### src/rtl/alu_issue_ctrl.sv
// Execute-stage ALU issue sequencer.
// Accepts an op from ID/EX and holds it on the ALU port until the ALU signals completion.
// Multi-cycle ops are followed by a one-cycle idle gap so that the multiplier/divider restarts.
// The result is then held for EX/MEM until it is taken.
module alu_issue_ctrl #(
  parameter int unsigned TAG_W   = 8,
  parameter int unsigned TIMEOUT = 127
) (
  input  logic             clk,
  input  logic             reset,
  input  logic             flush,
  input  logic             in_valid,
  output logic             in_ready,
  input  logic [63:0]      in_a,
  input  logic [63:0]      in_b,
  input  logic [4:0]       in_ctrl,
  input  logic [TAG_W-1:0] in_tag,
  output logic [63:0]      alu_a,
  output logic [63:0]      alu_b,
  output logic [4:0]       alu_ctrl,
  output logic             alu_en,
  input  logic             alu_compl,
  input  logic [63:0]      alu_result,
  output logic             out_valid,
  input  logic             out_ready,
  output logic [63:0]      out_result,
  output logic [TAG_W-1:0] out_tag,
  output logic             out_err,
  output logic [7:0]       out_lat,
  output logic             busy
);

  // Multi-cycle op codes, matching the common package encoding.
  localparam logic [4:0] OpMul   = 5'd10;
  localparam logic [4:0] OpMulw  = 5'd11;
  localparam logic [4:0] OpDiv   = 5'd12;
  localparam logic [4:0] OpDivu  = 5'd13;
  localparam logic [4:0] OpRem   = 5'd14;
  localparam logic [4:0] OpRemu  = 5'd15;
  localparam logic [4:0] OpDivw  = 5'd16;
  localparam logic [4:0] OpDivuw = 5'd17;
  localparam logic [4:0] OpRemw  = 5'd18;
  localparam logic [4:0] OpRemuw = 5'd19;

  // The counter is at least 8 bits wide so that the latency saturation compare is always legal.
  localparam int unsigned CntW = ($clog2(TIMEOUT + 1) > 8) ? $clog2(TIMEOUT + 1) : 8;

  typedef enum logic [1:0] {StIdle, StRun, StGap} state_e;

  state_e            state_q, state_d;
  logic [63:0]       a_q, b_q;
  logic [4:0]        ctrl_q;
  logic [TAG_W-1:0]  tag_q;
  logic [CntW-1:0]   cnt_q, cnt_d;
  logic              ov_q, ov_d;
  logic [63:0]       res_q, res_d;
  logic [TAG_W-1:0]  otag_q, otag_d;
  logic              err_q, err_d;
  logic [7:0]        lat_q, lat_d;
  logic              mc, accept, timeout;
  logic [CntW-1:0]   run_len;
  logic [7:0]        run_lat;

  // Classify the latched op as multi-cycle.
  always_comb begin
    case (ctrl_q)
      OpMul, OpMulw, OpDiv, OpDivu, OpRem, OpRemu,
      OpDivw, OpDivuw, OpRemw, OpRemuw: mc = 1'b1;
      default:                          mc = 1'b0;
    endcase
  end

  // run_len counts the current RUN cycle, so it is 1 in the first RUN cycle.
  assign run_len = cnt_q + CntW'(1);
  assign run_lat = (run_len > CntW'(255)) ? 8'hff : run_len[7:0];
  assign timeout = (run_len == CntW'(TIMEOUT));

  // Next-state, handshake and output-register update logic.
  always_comb begin
    state_d  = state_q;
    cnt_d    = cnt_q;
    ov_d     = ov_q;
    res_d    = res_q;
    otag_d   = otag_q;
    err_d    = err_q;
    lat_d    = lat_q;
    in_ready = 1'b0;
    alu_en   = 1'b0;
    accept   = 1'b0;

    if (ov_q && out_ready) ov_d = 1'b0;

    unique case (state_q)
      StIdle: begin
        in_ready = !flush && (!ov_q || out_ready);
        if (in_valid && in_ready) begin
          accept  = 1'b1;
          cnt_d   = '0;
          state_d = StRun;
        end
      end
      StRun: begin
        alu_en = mc;
        cnt_d  = run_len;
        if (flush) begin
          state_d = mc ? StGap : StIdle;
        end else if (alu_compl) begin
          // Completion wins over a timeout landing in the same cycle.
          ov_d    = 1'b1;
          res_d   = alu_result;
          otag_d  = tag_q;
          err_d   = 1'b0;
          lat_d   = run_lat;
          state_d = mc ? StGap : StIdle;
        end else if (timeout) begin
          ov_d    = 1'b1;
          res_d   = 64'hdeadbeefdeadbeef;
          otag_d  = tag_q;
          err_d   = 1'b1;
          lat_d   = run_lat;
          state_d = StGap;
        end
      end
      StGap: begin
        state_d = StIdle;
      end
      default: begin
        state_d = StIdle;
      end
    endcase

    if (flush) ov_d = 1'b0;
  end

  // State, counter and output register.
  always_ff @(posedge clk) begin
    if (reset) begin
      state_q <= StIdle;
      cnt_q   <= '0;
      ov_q    <= 1'b0;
      res_q   <= '0;
      otag_q  <= '0;
      err_q   <= 1'b0;
      lat_q   <= '0;
    end else begin
      state_q <= state_d;
      cnt_q   <= cnt_d;
      ov_q    <= ov_d;
      res_q   <= res_d;
      otag_q  <= otag_d;
      err_q   <= err_d;
      lat_q   <= lat_d;
    end
  end

  // Operand/ctrl/tag latch; these registers hold across RUN, GAP and IDLE.
  always_ff @(posedge clk) begin
    if (reset) begin
      a_q    <= '0;
      b_q    <= '0;
      ctrl_q <= '0;
      tag_q  <= '0;
    end else if (accept) begin
      a_q    <= in_a;
      b_q    <= in_b;
      ctrl_q <= in_ctrl;
      tag_q  <= in_tag;
    end
  end

  assign alu_a      = a_q;
  assign alu_b      = b_q;
  assign alu_ctrl   = ctrl_q;
  assign out_valid  = ov_q;
  assign out_result = res_q;
  assign out_tag    = otag_q;
  assign out_err    = err_q;
  assign out_lat    = lat_q;
  assign busy       = (state_q != StIdle);

endmodule

### config.mk
export PLATFORM = sky130hd
export DESIGN_NAME = alu_issue_ctrl
export DESIGN_NICKNAME = d
export VERILOG_FILES = /design/src/rtl/alu_issue_ctrl.sv
export SDC_FILE = /design/constraint.sdc
export NUM_CORES = 1
export LEC_CHECK = 0
export CORE_AREA = 8 8 158 160
export DETAILED_ROUTE_END_ITERATION = 8
export DIE_AREA = 0 0 166 168
export GPL_TIMING_DRIVEN = 0
export PLACE_DENSITY = 0.82
export SKIP_CTS_REPAIR_TIMING = 1
export SYNTH_ARGS = -nofsm -noshare
export SYNTH_HDL_FRONTEND = slang
export SYNTH_SLANG_ARGS = --single-unit
### constraint.sdc
create_clock -name clk -period 2.6 [get_ports clk]
set_input_delay 0.52 -clock clk [delete_from_list [all_inputs] [get_ports clk]]
set_output_delay 0.52 -clock clk [all_outputs]
set_load 0.02 [all_outputs]
==> results of run 1 <==
## report_power, final
group | total (mW) | switching [mW] | internal, mW
registers | 3.79 | 0.0728 | 3.72
logic | 1.16 | 0.564 | 0.597
clock network | 3.66 | 1.45 | 2.20
## area by class of cell
type,instances,area (um^2),share of cell area [%]
diodes,5,12.5,0.0904
plain buffers,83,360,2.60
clock buffers,38,757,5.47
clock inverters,7,88.8,0.642
inverters,4,15.0,0.108
multi-input cells,618,3310,23.9
flip-flops and latches,234,4680,33.8
well taps,285,357,2.58
repair buffers,426,4260,30.8
## layer usage
layer | track usage (%) | vias up | wire length [um]
met1 | 25.7 | 4042 | 13100
met5 | 0 | - | 0
li1 | - | 4152 | -
met4 | 7.98 | 0 | 1130
met2 | 43.8 | 372 | 17500
met3 | 9.78 | 61 | 3640
## critical path: stages, from the launching register on
cell and delay (ns):
dfxtp_1 0.36, nor2b_4 0.27, and2_1 0.19, clkdlybuf4s50_1 0.66
## final timing paths
check / endpoint / depth (start not counted) / slack (ns) / start
worst min-delay path: alu_a[31]$_SDFFE_PP0N_ / 2 / 0.45 / alu_a[31]$_SDFFE_PP0N_
worst max-delay path: alu_en / 3 / 0.08 / state_q[0]$_SDFFE_PP0P_
worst max register to register: alu_b[40]$_SDFFE_PP0N_ / 7 / 0.26 / state_q[1]$_SDFFE_PP0P_
worst min register to register: alu_a[31]$_SDFFE_PP0N_ / 2 / 0.45 / alu_a[31]$_SDFFE_PP0N_
## flip-flops by register name, indices dropped and copies added (netlist names)
name	count
mc	1
out_err	1
alu_b	64
out_lat	8
state_q	2
out_valid	1
alu_a	64
out_result	64
cnt_q	8
alu_ctrl	5
tag_q	8
out_tag	8
## through the flow
stage | cell area (um^2) | cells | setup WS, ns | hold WS (ns) | setup TNS (ns)
floorplan | 8350 | 939 | 0.613 | 0.437 | 0
finish | 13800 | 1700 | 0.0819 | 0.452 | 0
global placement | 13000 | 1650 | -0.486 | 0.441 | -38.85
global route | 13800 | 1699 | 0.00879 | 0.467 | 0
CTS | 13800 | 1695 | -0.170 | 0.454 | -0.170
detailed placement | 13000 | 1650 | -0.528 | 0.445 | -41.56
## layout by cell type (no fill, tap or decap), types with 6 or more instances in the layout
master and count:
clkdlybuf4s50_1 426, o211ai_1 16, nor2_1 15, o221a_2 57, nand3_1 16, clkbuf_16 27, clkbuf_1 69, o221a_1 8
o21ai_0 7, buf_1 6, nand2_1 286, dfxtp_1 234, a21oi_1 161, buf_2 6
## kinds of logic (layout without fill, tap and decap cells)
logic type	after synthesis	after routing	synth area share (%)
adder cells (fa/ha/maj)	2	2	0.300
buffers and inverters	87	558	4.45
AO/OA/AOI/OAI	266	266	21.9
other	0	5	0
multiplexers	3	3	0.360
AND/OR/NAND/NOR	342	342	16.3
XOR/XNOR	5	5	0.524
flip-flops	234	234	56.1
==> reports/qor.txt, run 1 <==
Die area: 0.0279 mm^2
PD cells: 622 mW/mm^2
Drt total wl: 35.4 mm
Type of the worst min-delay path: reg2reg
Number of synthesized register bits: 234
Clk sink count: 234
First-pass GRT wire length: 53.9 mm
DR pass1 iterations: 5
Core box area: 0.0224 mm^2
Via count: 8627
Synth area leader: dfxtp_1
Worst-path maximum fanout: 7
Wire per inst: 20.8 um
Root Buffer: clkbuf_16
H-tree Lvls: 1
Fmax: 397 MHz
Worst Path Arrival: 2.00 ns
Clock tree buffer depth: 3
Syn Nets: 1152
Distinct cell type count after synthesis: 40
Final Net Count: 1606
Setup Skew: 0.00745 ns
Initial antenna violation count: 4
Layout cell share with drive strength beyond 1: 8.09%
Row cnt: 55
Die extent in x: 166 um
Post-synth top flop: dfxtp_1
Critical Path Sink Type: primary output
Slew margin rel.: 57.3%
Status: finished, final reports clean
Maximum VDD drop: 524 uV
CP Launch Type: flip-flop
CTS tree: built
Core Util, Final: 61.9%
Count leader, synth: nand2_1
I/O Pins: 429
Final setup fails: 0
Period utilisation layout: 96.9%
EDFF count, synth: 0
Synthesized instance count: 939
Via density: 5.07
Die Y: 168 um
Dominant cells by area after synthesis: dfxtp_1, nand2_1, a21oi_1
Worst Max-Slew Pin Slew: 0.631 ns
IO buf count: 426
Syn. warnings: 0
Power, Total: 8.61 mW
Routability congestion estimate: 0.910
Pins over their slew limit: 0
Vias in the first global route: 8860
Share of the synthesized area in the top cell type: 56.1%
Clock Latency Late Sink: 0.52 ns
Worst Setup Path Type: reg2out
Pleak: 4.98 nW
Maxcap violations: 0
Grt total ovfl: 0
Commonest cells in the netlist: nand2_1, dfxtp_1, a21oi_1, clkbuf_1, o221a_2
CTS buffer count: 26
Fillers: 1866
Post-layout min period: 2.52 ns
Largest net degree at the start of global routing: 14
Dpl hpwl: 27.5 mm
Worst-path clk slew: 0.06 ns
Register area share after synthesis: 56.1%
Final hold violation count: 0
Remaining DRCs: 0
Post-route ant nets: 0
Total GRT Usage: 24.4%
Asr flop ratio synth: 0%
WP data required: 2.08 ns
Initial Util: 37.3%
RSZ-0062 raised after global routing: no
Post-Syn Area: 0.00835 mm^2
Layout area overhead: 65.8%
DR iter-0 viols: 540
Synthesized area per cell: 8.89 um^2
(Power assumes the default switching activity.)
==> run 2: changes to the inputs <==
--- a/config.mk
+++ b/config.mk
@@ -5,11 +5,12 @@
 export SDC_FILE = /design/constraint.sdc
 export NUM_CORES = 1
 export LEC_CHECK = 0
-export CORE_AREA = 8 8 158 160
+export ABC_AREA = 1
+export CORE_AREA = 8 8 160 162
 export DETAILED_ROUTE_END_ITERATION = 8
-export DIE_AREA = 0 0 166 168
+export DIE_AREA = 0 0 168 170
 export GPL_TIMING_DRIVEN = 0
-export PLACE_DENSITY = 0.82
+export PLACE_DENSITY = 0.81
 export SKIP_CTS_REPAIR_TIMING = 1
 export SYNTH_ARGS = -nofsm -noshare
 export SYNTH_HDL_FRONTEND = slang
==> run 2 against run 1 <==
Effect of this change: critical path depth rose by 3; sequential power is 2% higher; die area rose by 2.4%; register-to-register slack better by 0.25 ns; sequential cell count unchanged; critical endpoint is now in_ready; largest cell class unchanged; largest power group unchanged; highest routed layer unchanged.
==> reports/qor.txt, run 2 <==
Status: finished, final reports clean
Type of the worst min-delay path: in2reg
DR pass1 iterations: 5
WP data required: 2.08 ns
CP peak stage delay: 0.64 ns
Slew margin rel.: 55.4%
Via density: 4.83
Syn. warnings: 0
Via count: 8906
Root Buffer: clkbuf_16
R2R Path End: tag_q[6]$_SDFFE_PP0N_
Synthesized instance count: 1082
R2R depth: 7
Die area: 0.0286 mm^2
Post-synth top flop: dfxtp_1
Dpl hpwl: 25.9 mm
H-tree Lvls: 1
Synth area leader: dfxtp_1
Final setup margin: 0.0638 ns
Hold path startpoint: reset
Number of synthesized register bits: 234
Most common cell after layout, fill and taps aside: clkdlybuf4s50_1
CTS buffer count: 25
Core box area: 0.0231 mm^2
Place WS: -0.148 ns
Layout area overhead: 64.1%
Setup_tns: 0 ns
Worst-path cell chain: clkdlybuf4s50_1, inv_1, nand2_1, nand2_1, nor2_1, clkdlybuf4s50_1
Min Hold Slack: 0.332 ns
Max stage delay cell, worst path: clkdlybuf4s50_1
Worst Hold End: out_tag[7]$_SDFFE_PP0P_
Count leader, synth: nor2_1
Synthesized area per cell: 7.89 um^2
Maxcap violations: 0
GR Util met1: 23.1%
CP Launch Type: input pin
Largest net degree at the start of global routing: 14
Placed Instances: 1799
First-pass GRT wire length: 49.7 mm
Vias in the first global route: 9016
Syn Nets: 1295
Worst-path maximum fanout: 4
Top Usage Layer GRT: met2
Distinct cell type count after synthesis: 28
Grt met3 use: 7.92%
CTS tree: built
Proportion of synthesized area in mux cells: 0%
Final Non-Filler Cells: 1844
Wire per inst: 17.9 um
Maximum VDD drop: 451 uV
Synth Area in XOR/XNOR: 0%
Die extent in x: 168 um
Post-Syn Area: 0.00853 mm^2
DR iter-0 viols: 481
Layout cell share with drive strength beyond 1: 5.22%
Worst-path clk slew: 0.06 ns
Period utilisation layout: 97.5%
R2R Setup Slk: 0.51 ns
Worst Path Arrival: 2.02 ns
Core Util, Final: 60.7%
Critical Path Sink Type: primary output
Setup Skew: 0.00772 ns
Met2 usage: 38.9%
Dominant cells by area after synthesis: dfxtp_1, nor2_1, o21ai_0
Grt total ovfl: 0
Initial Util: 37.0%
Worst Max-Slew Pin Slew: 0.670 ns
I/O Pins: 429
Final Net Count: 1749
Post-layout min period: 2.54 ns
Die Y: 170 um
Post-Synth Simple-Gate Area: 19.2%
Clock tree buffer depth: 3
Routability congestion estimate: 0.852
Post-synthesis compound-gate area fraction: 18.1%
Share of the synthesized area in the top cell type: 54.9%
Final hold violation count: 0
Register area share after synthesis: 54.9%
Initial antenna violation count: 3
EDFF count, synth: 0
Post-route ant nets: 0
Post-synthesis adder-cell area fraction: 0.293%
Fmax: 394 MHz
Hold path depth: 2
PD cells: 634 mW/mm^2
Drt total wl: 32.9 mm
Final setup fails: 0
Remaining DRCs: 0
Worst R2R Start: state_q[1]$_SDFFE_PP0P_
Total GRT Usage: 21.9%
Pleak: 5.24 nW
Commonest non-fill, non-tap cells in the layout: clkdlybuf4s50_1, nor2_1, dfxtp_1
IO buf count: 427
Main combinational cell family by area after synthesis: simple AND/OR/NAND/NOR gates
Commonest cells in the netlist: nor2_1, dfxtp_1, o21ai_0, a21oi_1, inv_1
Asr flop ratio synth: 0%
Row cnt: 56
Pins over their slew limit: 0
Clock Latency Late Sink: 0.51 ns
Clk sink count: 234
RSZ-0062 raised after global routing: no
Worst Setup Path Type: in2out
[run 2: cell types whose count changed in the layout (fill, tap and decap cells not counted), sizes merged, moves of 4 or more]
cell	previous run	this run
xnor2	5	0
inv	4	72
and3	5	0
nor2b	4	0
nand2	287	56
nor3	4	0
clkbuf	103	83
o221a	65	0
o21ai	7	188
a31oi	4	0
nand3	16	24
buf	18	27
nor2	16	314
a21oi	162	90
[run 2: how the worst max path moves through the flow]
stage / start / endpoint / slack [ns] / cells after the start
finish: out_ready / in_ready / 0.06 / 6
global route: out_ready / in_ready / 0.05 / 6
CTS: state_q[0]$_SDFFE_PP0P_ / alu_en / -0.03 / 5
detailed placement: out_ready / alu_b[0]$_SDFFE_PP0N_ / -0.15 / 9
global placement: out_ready / alu_b[3]$_SDFFE_PP0N_ / -0.10 / 9
floorplan: cnt_q[1]$_SDFFE_PP0P_ / out_tag[5]$_SDFFE_PP0P_ / 0.90 / 11
[run 2: cells by family after synthesis]
| group | after synthesis |
|---|---|
| compound gates | 299 |
| fa+ha+maj | 2 |
| buf+inv | 147 |
| flops | 234 |
| simple gates | 400 |
[run 2: report_power, final]
group,internal (mW),total [mW],leakage (nW),switching [mW]
Combinational,0.731,1.46,2.92,0.728
Clock,2.15,3.54,0.407,1.39
Sequential,3.78,3.87,1.91,0.0989
Total,6.66,8.88,5.24,2.22
[run 2: per-layer routing]
| layer | wire length (um) | share of wire, % |
|---|---|---|
| met1 | 12300 | 37 |
| met2 | 16000 | 49 |
| met3 | 3160 | 9.6 |
| met4 | 1430 | 4.3 |
| met5 | 0 | 0 |
[run 2: worst max-delay path: cells and delay by family]
| kind | cells | cell delay (ns) |
|---|---|---|
| buf+inv | 3 | 1.16 |
| simple gates | 3 | 0.32 |
[run 2: layout make-up]
| cell class | instances | area, um^2 |
|---|---|---|
| repair buffers | 427 | 4280 |
| multi-input cells | 701 | 3210 |
| inverters | 73 | 274 |
| diodes | 3 | 7.51 |
| flip-flops and latches | 234 | 4680 |
| plain buffers | 74 | 363 |
| clock buffers | 36 | 737 |
| clock inverters | 6 | 83.8 |
| fillers | 1916 | 9050 |
| well taps | 290 | 363 |
[run 2: per-stage QoR]
| step | total power [mW] | cell area (um^2) |
|---|---|---|
| floorplan | 4.57 | 8530 |
| global placement | 5.38 | 13200 |
| detailed placement | 5.41 | 13200 |
| CTS | 8.96 | 14000 |
| global route | 9.22 | 14000 |
| finish | 8.88 | 14000 |
